===== config.mk =====
export PLATFORM = sky130hd
export DESIGN_NAME = fetch_unit
export DESIGN_NICKNAME = d
export VERILOG_FILES = /design/src/rtl/cpu_pkg.sv /design/src/rtl/fetch_queue.sv /design/src/rtl/fetch_unit.sv
export SDC_FILE = /design/constraint.sdc
export NUM_CORES = 1
export LEC_CHECK = 0
export CAP_MARGIN = 20
export CORE_MARGIN = 2
export CORE_UTILIZATION = 47
export CTS_CLUSTER_DIAMETER = 30
export DETAILED_ROUTE_END_ITERATION = 10
export PLACE_DENSITY_LB_ADDON = 0.3
export SLEW_MARGIN = 20
export SYNTH_ARGS = -nofsm -noshare
export SYNTH_HDL_FRONTEND = slang
export SYNTH_SLANG_ARGS = --single-unit

===== constraint.sdc =====
create_clock -name clk -period 2.25 [get_ports clk]
set_input_delay 0.675 -clock clk [delete_from_list [all_inputs] [get_ports clk]]
set_output_delay 0.675 -clock clk [all_outputs]
set_load 0.03 [all_outputs]

===== src/rtl/cpu_pkg.sv =====
// Shared CPU definitions: fetch request FSM encoding and fetch queue sizing.
// Build option: define FETCH_PREFETCH_EN for the 2-entry prefetching queue;
// otherwise a single entry is fetched only on demand.
package cpu_pkg;

  typedef enum logic [1:0] {
    StIdle    = 2'd0,
    StWaitAck = 2'd1,
    StDiscard = 2'd2
  } fetch_state_e;

`ifdef FETCH_PREFETCH_EN
  localparam int unsigned FetchQDepth   = 2;
  localparam bit          FetchPrefetch = 1'b1;
`else
  localparam int unsigned FetchQDepth   = 1;
  localparam bit          FetchPrefetch = 1'b0;
`endif

endpackage


===== src/rtl/fetch_queue.sv =====
// Small instruction queue: shift-down storage, head at entry 0.
// Depth comes from cpu_pkg (set by FETCH_PREFETCH_EN). Flush wins over push/pop.
module fetch_queue
  import cpu_pkg::*;
#(
  parameter int unsigned DEPTH  = FetchQDepth,
  parameter int unsigned ADDR_W = 8,
  parameter int unsigned DATA_W = 8
) (
  input  logic              clk,
  input  logic              reset,
  input  logic              push,
  input  logic [DATA_W-1:0] push_data,
  input  logic [ADDR_W-1:0] push_pc,
  input  logic              pop,
  input  logic              flush,
  output logic              full,
  output logic              empty,
  output logic [DATA_W-1:0] head_data,
  output logic [ADDR_W-1:0] head_pc
);

  localparam int unsigned CntW = $clog2(DEPTH + 1);

  logic [DATA_W-1:0] data_q [DEPTH];
  logic [DATA_W-1:0] data_d [DEPTH];
  logic [ADDR_W-1:0] pc_q   [DEPTH];
  logic [ADDR_W-1:0] pc_d   [DEPTH];
  logic [CntW-1:0]   count_q, count_d;
  logic [CntW-1:0]   wr_idx;
  logic              pop_en, push_en;

  assign full      = (count_q == CntW'(DEPTH));
  assign empty     = (count_q == '0);
  assign head_data = data_q[0];
  assign head_pc   = pc_q[0];

  assign pop_en  = pop && !empty;
  // A push into a full queue is only taken when the same-cycle pop frees a slot.
  assign push_en = push && (!full || pop_en);
  assign wr_idx  = pop_en ? count_q - 1'b1 : count_q;

  // Next-state storage: shift on pop, write new entry behind the survivors.
  always_comb begin
    data_d  = data_q;
    pc_d    = pc_q;
    count_d = count_q;
    if (flush) begin
      count_d = '0;
    end else begin
      if (pop_en) begin
        for (int i = 0; i < int'(DEPTH) - 1; i++) begin
          data_d[i] = data_q[i+1];
          pc_d[i]   = pc_q[i+1];
        end
      end
      if (push_en) begin
        for (int i = 0; i < int'(DEPTH); i++) begin
          if (i == int'(wr_idx)) begin
            data_d[i] = push_data;
            pc_d[i]   = push_pc;
          end
        end
      end
      unique case ({push_en, pop_en})
        2'b10:   count_d = count_q + 1'b1;
        2'b01:   count_d = count_q - 1'b1;
        default: count_d = count_q;
      endcase
    end
  end

  // Storage and occupancy registers.
  always_ff @(posedge clk) begin
    if (reset) begin
      count_q <= '0;
      for (int i = 0; i < int'(DEPTH); i++) begin
        data_q[i] <= '0;
        pc_q[i]   <= '0;
      end
    end else begin
      count_q <= count_d;
      data_q  <= data_d;
      pc_q    <= pc_d;
    end
  end

endmodule


===== src/rtl/fetch_unit.sv =====
// Instruction fetch unit: one outstanding memory read at a time, results
// queued for the control sequencer. Jumps flush the queue and discard any
// in-flight read. Build option FETCH_PREFETCH_EN (see cpu_pkg) enables
// prefetching into a 2-entry queue.
module fetch_unit
  import cpu_pkg::*;
#(
  parameter int unsigned ADDR_W = 8,
  parameter int unsigned DATA_W = 8
) (
  input  logic              clk,
  input  logic              reset,
  output logic              mem_req,
  output logic [ADDR_W-1:0] mem_addr,
  input  logic              mem_ack,
  input  logic [DATA_W-1:0] mem_rdata,
  output logic              instr_valid,
  input  logic              instr_ready,
  output logic [DATA_W-1:0] instr,
  output logic [ADDR_W-1:0] instr_pc,
  input  logic              jump,
  input  logic [ADDR_W-1:0] jump_addr,
  input  logic              halt
);

  fetch_state_e      state_q;
  logic [ADDR_W-1:0] fetch_addr_q;
  logic              q_full, q_empty;
  logic              ack_ok, push, pop, can_issue, issue;

  assign ack_ok      = mem_req && mem_ack;
  assign instr_valid = !q_empty;
  // Jump takes priority: no push or pop in a redirect cycle.
  assign push        = (state_q == StWaitAck) && ack_ok && !jump;
  assign pop         = instr_valid && instr_ready && !jump;
  assign can_issue   = FetchPrefetch ? !q_full : (q_empty && instr_ready);
  // Never issue in a jump cycle, fetch_addr is about to change.
  assign issue       = (state_q == StIdle) && !halt && !jump && can_issue;

  // Request FSM with registered mem_req/mem_addr held from issue until ack.
  always_ff @(posedge clk) begin
    if (reset) begin
      state_q      <= StIdle;
      mem_req      <= 1'b0;
      mem_addr     <= '0;
      fetch_addr_q <= '0;
    end else begin
      if (jump) begin
        fetch_addr_q <= jump_addr;
      end
      unique case (state_q)
        StIdle: begin
          if (issue) begin
            state_q  <= StWaitAck;
            mem_req  <= 1'b1;
            mem_addr <= fetch_addr_q;
          end
        end
        StWaitAck: begin
          if (ack_ok) begin
            // Read completes; with a simultaneous jump its data is simply dropped.
            state_q <= StIdle;
            mem_req <= 1'b0;
            if (!jump) begin
              fetch_addr_q <= fetch_addr_q + 1'b1;
            end
          end else if (jump) begin
            state_q <= StDiscard;
          end
        end
        StDiscard: begin
          if (ack_ok) begin
            state_q <= StIdle;
            mem_req <= 1'b0;
          end
        end
        default: begin
          state_q <= StIdle;
          mem_req <= 1'b0;
        end
      endcase
    end
  end

  fetch_queue #(
    .DEPTH  (FetchQDepth),
    .ADDR_W (ADDR_W),
    .DATA_W (DATA_W)
  ) u_queue (
    .clk       (clk),
    .reset     (reset),
    .push      (push),
    .push_data (mem_rdata),
    .push_pc   (mem_addr + 1'b1),
    .pop       (pop),
    .flush     (jump),
    .full      (q_full),
    .empty     (q_empty),
    .head_data (instr),
    .head_pc   (instr_pc)
  );

endmodule


==> run_results.csv, run 1 <==
group,metric,value,unit
grt,grt_max_degree,24,
timing,max_freq,460,MHz
synthesis,ys_ff_latch,36,
layout,drive_gt1_frac,0.103,
clock_network,numCtsBuffers,5,
layout,nNetsFinal,281,
grt,antenna_found_initial,0,
detailed_routing,route.detailed.drc,0,
timing,finalWorstSetupSlack,0.0779,ns
detailed_routing,avgRoutedWirePerCell,13.0,um
floorplan,io_pins,48,
synthesis,avgSynthCellArea,8.66,um2
grt,grt_pass1_wl,7040,um
floorplan,fp.dieW,64.1,um
pwr,power.density,564,nW/um2
layout,diodes,0,
job,max-cap-violations,0,
clock_network,htreeDepth,2,
synthesis,synth_common_cells,"dfxtp_1, nand2_1, a21oi_1",
floorplan,initial_core_util,0.501,
pwr,vdd_drop_max,389,uV
setup_path,cp_max_fo,6,
setup_path,crit_type,"register to output pin",
synthesis,yosys_warnings,0,
clock_network,ctsHoldBuffers,0,
hold_path,holdCritPathClass,"register to register",
detailed_routing,via_per_inst,5.20,
placement,placed_area,2250,um2
timing,rsz0062_at_grt,"false",
setup_path,start_kind,"register",
clock_network,post_cts_buffers,0,
placement,io_buffers,47,
setup_path,crit_chain,"clkdlybuf4s50_1",
detailed_routing,via_count,1551,
layout,fillers,275,
timing,clock_skew,0.00622,ns
outcome,status,"finished, final reports clean",
floorplan,die_area,4110,um2
synthesis,synth_top_area_cell,"dfxtp_1",
floorplan,num_rows,21,
setup_path,arrival,1.50,ns
synthesis,synthFlopType,"dfxtp_1",
timing,setup_viol,0,
timing,worstMarginPinSlew,0.350,ns
synthesis,yosysMostFrequentCell,"dfxtp_1",
grt,grt-ovfl-total,0,
setup_path,cp_slowest_cell,"clkdlybuf4s50_1",
placement,hpwl,2930,um
layout,seq_area,721,um2
synthesis,synth_edf_count,0,
timing,hold_viol,0,
detailed_routing,antenna_left,0,
timing,slew_headroom,0.766,
synthesis,synthArstFlopShare,0,
layout,fin_area,2300,um2
grt,track_usage,0.218,
layout,multi_input_area,897,um2
synthesis,synth_area_leaders,"dfxtp_1, nand2_1, a21oi_1",
synthesis,yosysUniqueCellTypes,33,
clock_network,cts_buffer_depth,2,
clock_network,clockRootBuffer,"clkbuf_4",
setup_path,worst-path-buf-inv,1,
clock_network,cts_tree,"yes",
clock_network,clk_latency,0.34,ns
synthesis,syn_inst,196,
floorplan,core,3390,um2
clock_network,cts_sinks,36,
pwr,pwr-share-comb,0.214,
synthesis,synth_nets,225,
pwr,clkPwrFrac,0.251,
synthesis,syn_area,1700,um2
placement,gp_congestion,0.795,
pwr,sw_frac_of_total,0.299,
setup_path,end_kind,"output pin",
placement,place_ws,-0.0716,ns
pwr,leakagePower,0.831,nW
pwr,p_int,909,uW
grt,grt_pass1_vias,1603,
timing,finalCritPeriodShare,0.965,
synthesis,synth_top_area_share,0.425,
clock_network,clkSlewWorstSetupHoldPaths,0.10,ns
setup_path,critPathMaxStageDelay,0.71,ns
timing,period_needed,2.17,ns
pwr,power.switching,388,uW
detailed_routing,drt_pass1_iterations,4,
layout,syn_to_final_growth,35.5,%
detailed_routing,drt-total-wl,3890,um
pwr,seqPwrFrac,0.536,
detailed_routing,drtIter0Drc,61,
floorplan,die_h,64.1,um
setup_path,path_delay_family,"buffers and inverters",
timing,drv_slew,0,
synthesis,ys_seq_area_frac,0.425,
setup_path,worst_ep_required_time,1.57,ns
-- power groups by stage --
stage / clock network [mW] / registers (mW) / logic [mW]
2_1_floorplan: 0 / 0.721 / 0.161
3_5_place_dp: 0 / 0.710 / 0.276
4_1_cts: 0.330 / 0.695 / 0.277
5_1_grt: 0.362 / 0.702 / 0.307
3_3_place_gp: 0 / 0.708 / 0.269
6_report: 0.325 / 0.695 / 0.277
-- registers in the layout (all words and copies together), names as in the netlist --
name               flops
fetch_addr_q           8
mem_addr               8
mem_req                1
state_q                2
u_queue.full           1
u_queue.head_data      8
u_queue.head_pc        8
-- metrics by stage --
| step | cells | util | power [mW] | hold WS (ns) | TNS [ns] |
|---|---|---|---|---|---|
| after global placement | 291 | 0.664 | 0.977 | 0.442 | -0.120 |
| after global routing | 298 | 0.678 | 1.37 | 0.475 | 0 |
| after CTS | 298 | 0.677 | 1.30 | 0.462 | 0 |
| after detailed placement | 291 | 0.664 | 0.986 | 0.448 | -0.496 |
| after floorplan | 196 | - | 0.882 | 0.469 | 0 |
| final | 298 | 0.678 | 1.30 | 0.460 | 0 |
-- final cells by class --
type	count	share of cell area
well taps	46	0.0250
inverters	6	0.00980
clock inverters	1	0.00218
multi-input cells	145	0.390
repair buffers	58	0.241
flip-flops and latches	36	0.314
clock buffers	6	0.0180
-- worst paths after layout --
path | startpoint | endpoint | slack (ns) | cells past startpoint
hold reg to reg | u_queue.head_data[1] | u_queue.head_data[1] | 0.46 | 2
hold / removal | u_queue.head_data[1] | u_queue.head_data[1] | 0.46 | 2
setup reg to reg | state_q[1] | u_queue.full | 0.38 | 8
setup / recovery | mem_req | mem_req | 0.08 | 1
-- logic make-up (layout without fill, tap and decap cells) --
| group | Yosys count | in the layout | share of synthesized area |
|---|---|---|---|
| xor gates and xnor gates | 10 | 10 | 0.0516 |
| muxes | 1 | 1 | 0.00590 |
| and+or+nand+nor | 81 | 81 | 0.232 |
| DFF | 36 | 36 | 0.425 |
| adders and majority gates | 7 | 7 | 0.0516 |
| buffers and inverters | 15 | 71 | 0.0465 |
| AOI/OAI and AO/OA | 46 | 46 | 0.187 |
-- timing repair --
item,CTS,global route
pin swaps,0,0
endpoints found under the setup margin,1,1
cloned,0,0
endpoints found under the hold margin,0,0
gates resized for setup,1,1
-- layout by cell type, fill, tap and decap left out, drive strengths merged, types with 2 or more instances in the layout --
| cell | count |
|---|---|
| nand2 | 33 |
| o21ai | 5 |
| clkdlybuf4s50 | 45 |
| o31ai | 2 |
| nor3 | 2 |
| o21a | 2 |
| clkbuf | 6 |
| or3 | 4 |
| a21oi | 22 |
| nand3 | 13 |
| buf | 11 |
| a211oi | 10 |
| nand4 | 4 |
| nor2 | 16 |
| a311oi | 3 |
| xnor2 | 5 |
| and3 | 4 |
| xor2 | 5 |
| ha | 7 |
| inv | 6 |
| dfxtp | 36 |
-- per-layer routing --
metal | GRT usage | routed length, um | vias up
met2 | 0.370 | 1920 | 32
li1 | - | - | 797
met4 | 0.0924 | 75 | 0
met3 | 0.0528 | 147 | 7
met5 | 0 | 0 | -
met1 | 0.260 | 1740 | 715
Power figures use the tool's default switching activity.
==> run 2: changes to the inputs <==
--- a/config.mk
+++ b/config.mk
@@ -7,7 +7,7 @@
 export LEC_CHECK = 0
 export CAP_MARGIN = 20
 export CORE_MARGIN = 2
-export CORE_UTILIZATION = 47
+export CORE_UTILIZATION = 32
 export CTS_CLUSTER_DIAMETER = 30
 export DETAILED_ROUTE_END_ITERATION = 10
 export PLACE_DENSITY_LB_ADDON = 0.3
==> run 2 against run 1 <==
Against the previous run:
- clock-buffer cell count shrank 1
- cell area grew 3.4%
- die area grew 44%
- final cell count grew 7.7%
==> run_results.csv, run 2 (synthesized netlist as in run 1, its figures left out) <==
group,metric,value,unit
detailed_routing,top_layer_used,"met4",
timing,whs,0.454,ns
floorplan,die_h,76.8,um
grt,grt_max_degree,24,
pwr,power.density,644,nW/um2
layout,fin_util,0.465,
hold_path,hold_path_end,"u_queue.head_data[1]",
clock_network,clk_latency,0.29,ns
floorplan,initial_core_util,0.332,
floorplan,core,5110,um2
timing,setup_tns,0,ns
detailed_routing,avgRoutedWirePerCell,12.0,um
detailed_routing,route.detailed.drc,0,
setup_path,crit_type,"register to output pin",
hold_path,holdCritPathClass,"register to register",
pwr,clkPwrFrac,0.370,
clock_network,clkSlewWorstSetupHoldPaths,0.07,ns
clock_network,cts_sinks,36,
setup_path,critPathMaxStageDelay,0.74,ns
clock_network,numCtsBuffers,5,
floorplan,fp.dieW,76.8,um
setup_path,arrival,1.51,ns
detailed_routing,drt_pass1_iterations,4,
detailed_routing,via_count,1526,
grt,track_usage,0.140,
clock_network,cts_buffer_depth,2,
placement,gp_congestion,0.768,
placement,placed_area,2270,um2
timing,slew_headroom,0.775,
timing,drv_slew,0,
setup_path,r2r-start,"state_q[1]",
layout,layout_commonest_cell,"clkdlybuf4s50_1",
clock_network,cts_tree,"yes",
detailed_routing,wl_met3,179,um
placement,hpwl,2850,um
setup_path,worstReg2RegEnd,"u_queue.full",
placement,io_buffers,47,
grt,grt-ovfl-total,0,
detailed_routing,met1Wirelength,1900,um
timing,period_needed,2.19,ns
grt,grt_pass1_wl,6700,um
layout,syn_to_final_growth,40.1,%
layout,multi_input_area,897,um2
clock_network,clockRootBuffer,"clkbuf_8",
detailed_routing,antenna_left,0,
floorplan,io_pins,48,
setup_path,worst_ep_required_time,1.57,ns
job,max-cap-violations,0,
layout,seq_area,721,um2
timing,setup_viol,0,
layout,instances_no_fill,321,
setup_path,cp_max_fo,5,
hold_path,whs_path_depth,2,
setup_path,worst-path-buf-inv,1,
hold_path,worst_hold_startpoint,"u_queue.head_data[1]",
layout,diodes,0,
setup_path,reg2reg_slack,0.50,ns
timing,finalCritPeriodShare,0.972,
setup_path,end_kind,"output pin",
layout,drive_gt1_frac,0.104,
detailed_routing,met2_length,1720,um
clock_network,cts-resized-gates,0,
layout,fin_area,2380,um2
timing,hold_viol,0,
timing,worstMarginPinSlew,0.338,ns
pwr,vdd_drop_max,342,uV
pwr,p_int,1.12,mW
detailed_routing,via_per_inst,4.75,
layout,layout_common_cells,"clkdlybuf4s50_1, dfxtp_1, nand2_1, a21oi_1, nor2_1",
pwr,leakagePower,0.823,nW
detailed_routing,drtIter0Drc,34,
layout,fillers,527,
setup_path,crit_chain,"clkdlybuf4s50_1",
floorplan,num_rows,26,
timing,rsz0062_at_grt,"false",
pwr,seqPwrFrac,0.454,
grt,grt_pass1_vias,1435,
setup_path,reg2reg_depth,8,
grt,antenna_found_initial,0,
placement,dp.cells,313,
pwr,pwr-share-comb,0.176,
pwr,sw_frac_of_total,0.269,
layout,nNetsFinal,279,
clock_network,ctsHoldBuffers,0,
timing,max_freq,457,MHz
floorplan,die_area,5900,um2
setup_path,cp_slowest_cell,"clkdlybuf4s50_1",
setup_path,path_delay_family,"buffers and inverters",
timing,clock_skew,0.00308,ns
pwr,power.switching,412,uW
detailed_routing,drt-total-wl,3860,um
setup_path,start_kind,"register",
outcome,status,"finished, final reports clean",
setup_path,cp.depth,1,
clock_network,post_cts_buffers,0,
clock_network,htreeDepth,2,
## run 2: cell count changes in the layout (fill, tap and decap cells not counted)
cell,delta
buf_4,-2
bufinv_16,+1
clkbuf_1,-1
clkbuf_4,-5
clkbuf_8,+5
clkdlybuf4s50_1,+2
clkinvlp_4,+1
dlygate4sd2_1,-1
dlymetal6s2s_1,-1
## run 2: worst max-delay path by stage
stage          slack [ns]    startpoint            endpoint
2_1_floorplan        0.32          jump        u_queue.full
3_3_place_gp        -0.04       mem_ack        u_queue.full
3_5_place_dp         -0.1       mem_ack  u_queue.head_pc[0]
4_1_cts              0.03  u_queue.full         instr_valid
5_1_grt             0.005  u_queue.full         instr_valid
6_report             0.06  u_queue.full         instr_valid
## run 2: metrics by stage
step | worst slack [ns] | power, mW
finish | 0.0629 | 1.53
global route | 0.00473 | 1.61
CTS | 0.0318 | 1.55
detailed placement | -0.0968 | 0.981
global placement | -0.0438 | 0.978
floorplan | 0.322 | 0.882
## run 2: routing by layer
metal	vias to the layer above	global-route usage
li1	791	-
met2	35	0.223
met3	5	0.0412
met4	0	0.0491
met5	-	0
met1	695	0.181
## run 2: layout make-up
type / instances / area share
clock buffers: 5 / 0.0289
repair buffers: 56 / 0.226
flip-flops and latches: 36 / 0.303
well taps: 70 / 0.0368
clock inverters: 3 / 0.0179
multi-input cells: 145 / 0.377
inverters: 6 / 0.00947
## run 2: power by group through the flow
stage	Combinational [mW]	Sequential, mW	Clock, mW
after floorplan	0.161	0.721	0
after global placement	0.269	0.709	0
after detailed placement	0.271	0.710	0
after CTS	0.273	0.695	0.587
after global routing	0.301	0.700	0.607
final	0.269	0.695	0.567
==> run 3: changes to the inputs <==
--- a/config.mk
+++ b/config.mk
@@ -6,12 +6,12 @@
 export NUM_CORES = 1
 export LEC_CHECK = 0
 export CAP_MARGIN = 20
-export CORE_MARGIN = 2
 export CORE_UTILIZATION = 32
 export CTS_CLUSTER_DIAMETER = 30
 export DETAILED_ROUTE_END_ITERATION = 10
-export PLACE_DENSITY_LB_ADDON = 0.3
+export PLACE_DENSITY = 0.56
 export SLEW_MARGIN = 20
 export SYNTH_ARGS = -nofsm -noshare
 export SYNTH_HDL_FRONTEND = slang
 export SYNTH_SLANG_ARGS = --single-unit
+export TNS_END_PERCENT = 20
==> run 3 against run 2 <==
Against the previous run:
- combinational power grew 2%
- global-route usage rose by 0.84 points
- maximum frequency shrank 0.19%
- cell area rose by 1.8%
- highest routed layer unchanged
- utilization up 0.83 points
- first-iteration DRC count up 65%
==> run_results.csv, run 3 (synthesized netlist as in run 1, its figures left out) <==
group,metric,value,unit
outcome,status,"finished, final reports clean",
layout,layout_common_cells,"clkdlybuf4s50_1, dfxtp_1, nand2_1, a21oi_1, nor2_1",
setup_path,end_kind,"output pin",
clock_network,clk_latency,0.28,ns
pwr,power,1.60,mW
setup_path,cp_slowest_cell,"clkdlybuf4s50_1",
floorplan,die_h,74.8,um
floorplan,fp.dieW,74.8,um
floorplan,num_rows,26,
grt,grt_pass1_wl,6300,um
pwr,vdd_drop_max,220,uV
layout,fillers,534,
setup_path,cp_max_fo,5,
pwr,leakagePower,0.848,nW
layout,diodes,0,
timing,setup_viol,0,
pwr,power.density,660,nW/um2
layout,drive_gt1_frac,0.111,
hold_path,holdCritPathClass,"register to register",
detailed_routing,drt-total-wl,3900,um
setup_path,worst-path-buf-inv,1,
grt,grt_pass1_vias,1370,
placement,io_buffers,47,
grt,grt_max_degree,37,
setup_path,path_delay_family,"buffers and inverters",
clock_network,cts_sinks,36,
clock_network,htreeDepth,2,
timing,period_needed,2.19,ns
clock_network,cts_buffer_depth,2,
placement,hpwl,2800,um
clock_network,cts_tree,"yes",
detailed_routing,via_count,1552,
timing,drv_slew,0,
detailed_routing,via_per_inst,4.80,
setup_path,start_kind,"register",
detailed_routing,avgRoutedWirePerCell,12.1,um
setup_path,critPathMaxStageDelay,0.74,ns
grt,antenna_found_initial,0,
placement,place_ws,-0.0554,ns
clock_network,cts-resized-gates,0,
timing,slew_headroom,0.770,
setup_path,crit_chain,"clkdlybuf4s50_1",
setup_path,crit_type,"register to output pin",
timing,clock_skew,0.00373,ns
timing,setup_tns,0,ns
timing,whs,0.453,ns
setup_path,worst_ep_required_time,1.57,ns
clock_network,clockRootBuffer,"clkbuf_8",
grt,track_usage,0.149,
detailed_routing,drt_pass1_iterations,4,
clock_network,post_cts_buffers,0,
timing,hold_viol,0,
detailed_routing,route.detailed.drc,0,
layout,layout_commonest_cell,"clkdlybuf4s50_1",
floorplan,die_area,5600,um2
floorplan,core,5110,um2
placement,gp_congestion,0.724,
layout,nNetsFinal,281,
detailed_routing,antenna_left,0,
clock_network,clkSlewWorstSetupHoldPaths,0.07,ns
timing,finalWorstSetupSlack,0.0586,ns
layout,syn_to_final_growth,42.6,%
floorplan,initial_core_util,0.332,
timing,finalCritPeriodShare,0.974,
clock_network,numCtsBuffers,5,
detailed_routing,drtIter0Drc,56,
timing,worstMarginPinSlew,0.344,ns
grt,grt-ovfl-total,0,
floorplan,io_pins,48,
setup_path,arrival,1.52,ns
timing,max_freq,456,MHz
job,max-cap-violations,0,
timing,rsz0062_at_grt,"false",
clock_network,ctsHoldBuffers,0,
## run 3: where the power goes
part           switching, mW  internal [mW]  leakage, nW  total, mW
sequential            0.0303          0.666        0.292      0.696
combinational          0.145          0.130        0.491      0.275
clock                  0.234          0.391       0.0645      0.625
total                  0.410           1.19        0.848       1.60
## run 3: routing by layer
| metal | vias to the layer above | wire [um] | GRT usage |
|---|---|---|---|
| met2 | 36 | 1790 | 0.234 |
| met4 | 0 | 55 | 0.0566 |
| met3 | 7 | 160 | 0.0281 |
| met5 | - | 0 | 0 |
| met1 | 713 | 1890 | 0.202 |
| li1 | 796 | - | - |
## run 3: per-stage QoR
| stage | utilization | std cells | cell area [um2] |
|---|---|---|---|
| floorplan | - | 196 | 1700 |
| global placement | 0.449 | 315 | 2290 |
| detailed placement | 0.449 | 315 | 2290 |
| CTS | 0.474 | 323 | 2420 |
| global route | 0.474 | 323 | 2420 |
| finish | 0.474 | 323 | 2420 |
## run 3: path summary, 6_finish.rpt
kind / cells after the start / endpoint / slack, ns / start
max reg2reg: 8 / u_queue.full / 0.49 / state_q[1]
max: 1 / instr_valid / 0.06 / u_queue.full
min reg2reg: 2 / u_queue.head_pc[1] / 0.45 / u_queue.head_pc[1]
min: 2 / u_queue.head_pc[1] / 0.45 / u_queue.head_pc[1]
## run 3: cell type report
cell class | count | area [um2] | area share
clock buffer | 7 | 96.3 | 0.0398
multi-input combinational | 145 | 897 | 0.371
timing repair buffer | 58 | 566 | 0.234
clock inverter | 1 | 30.0 | 0.0124
tap | 70 | 87.6 | 0.0362
inverter | 6 | 22.5 | 0.00931
sequential | 36 | 721 | 0.298
## run 3: tightest hold or removal path, delay by kind of cell, from the launching register on
| family | cells | cell delay [ns] |
|---|---|---|
| flops | 1 | 0.31 |
| simple gates | 1 | 0.05 |
| compound gates | 1 | 0.05 |
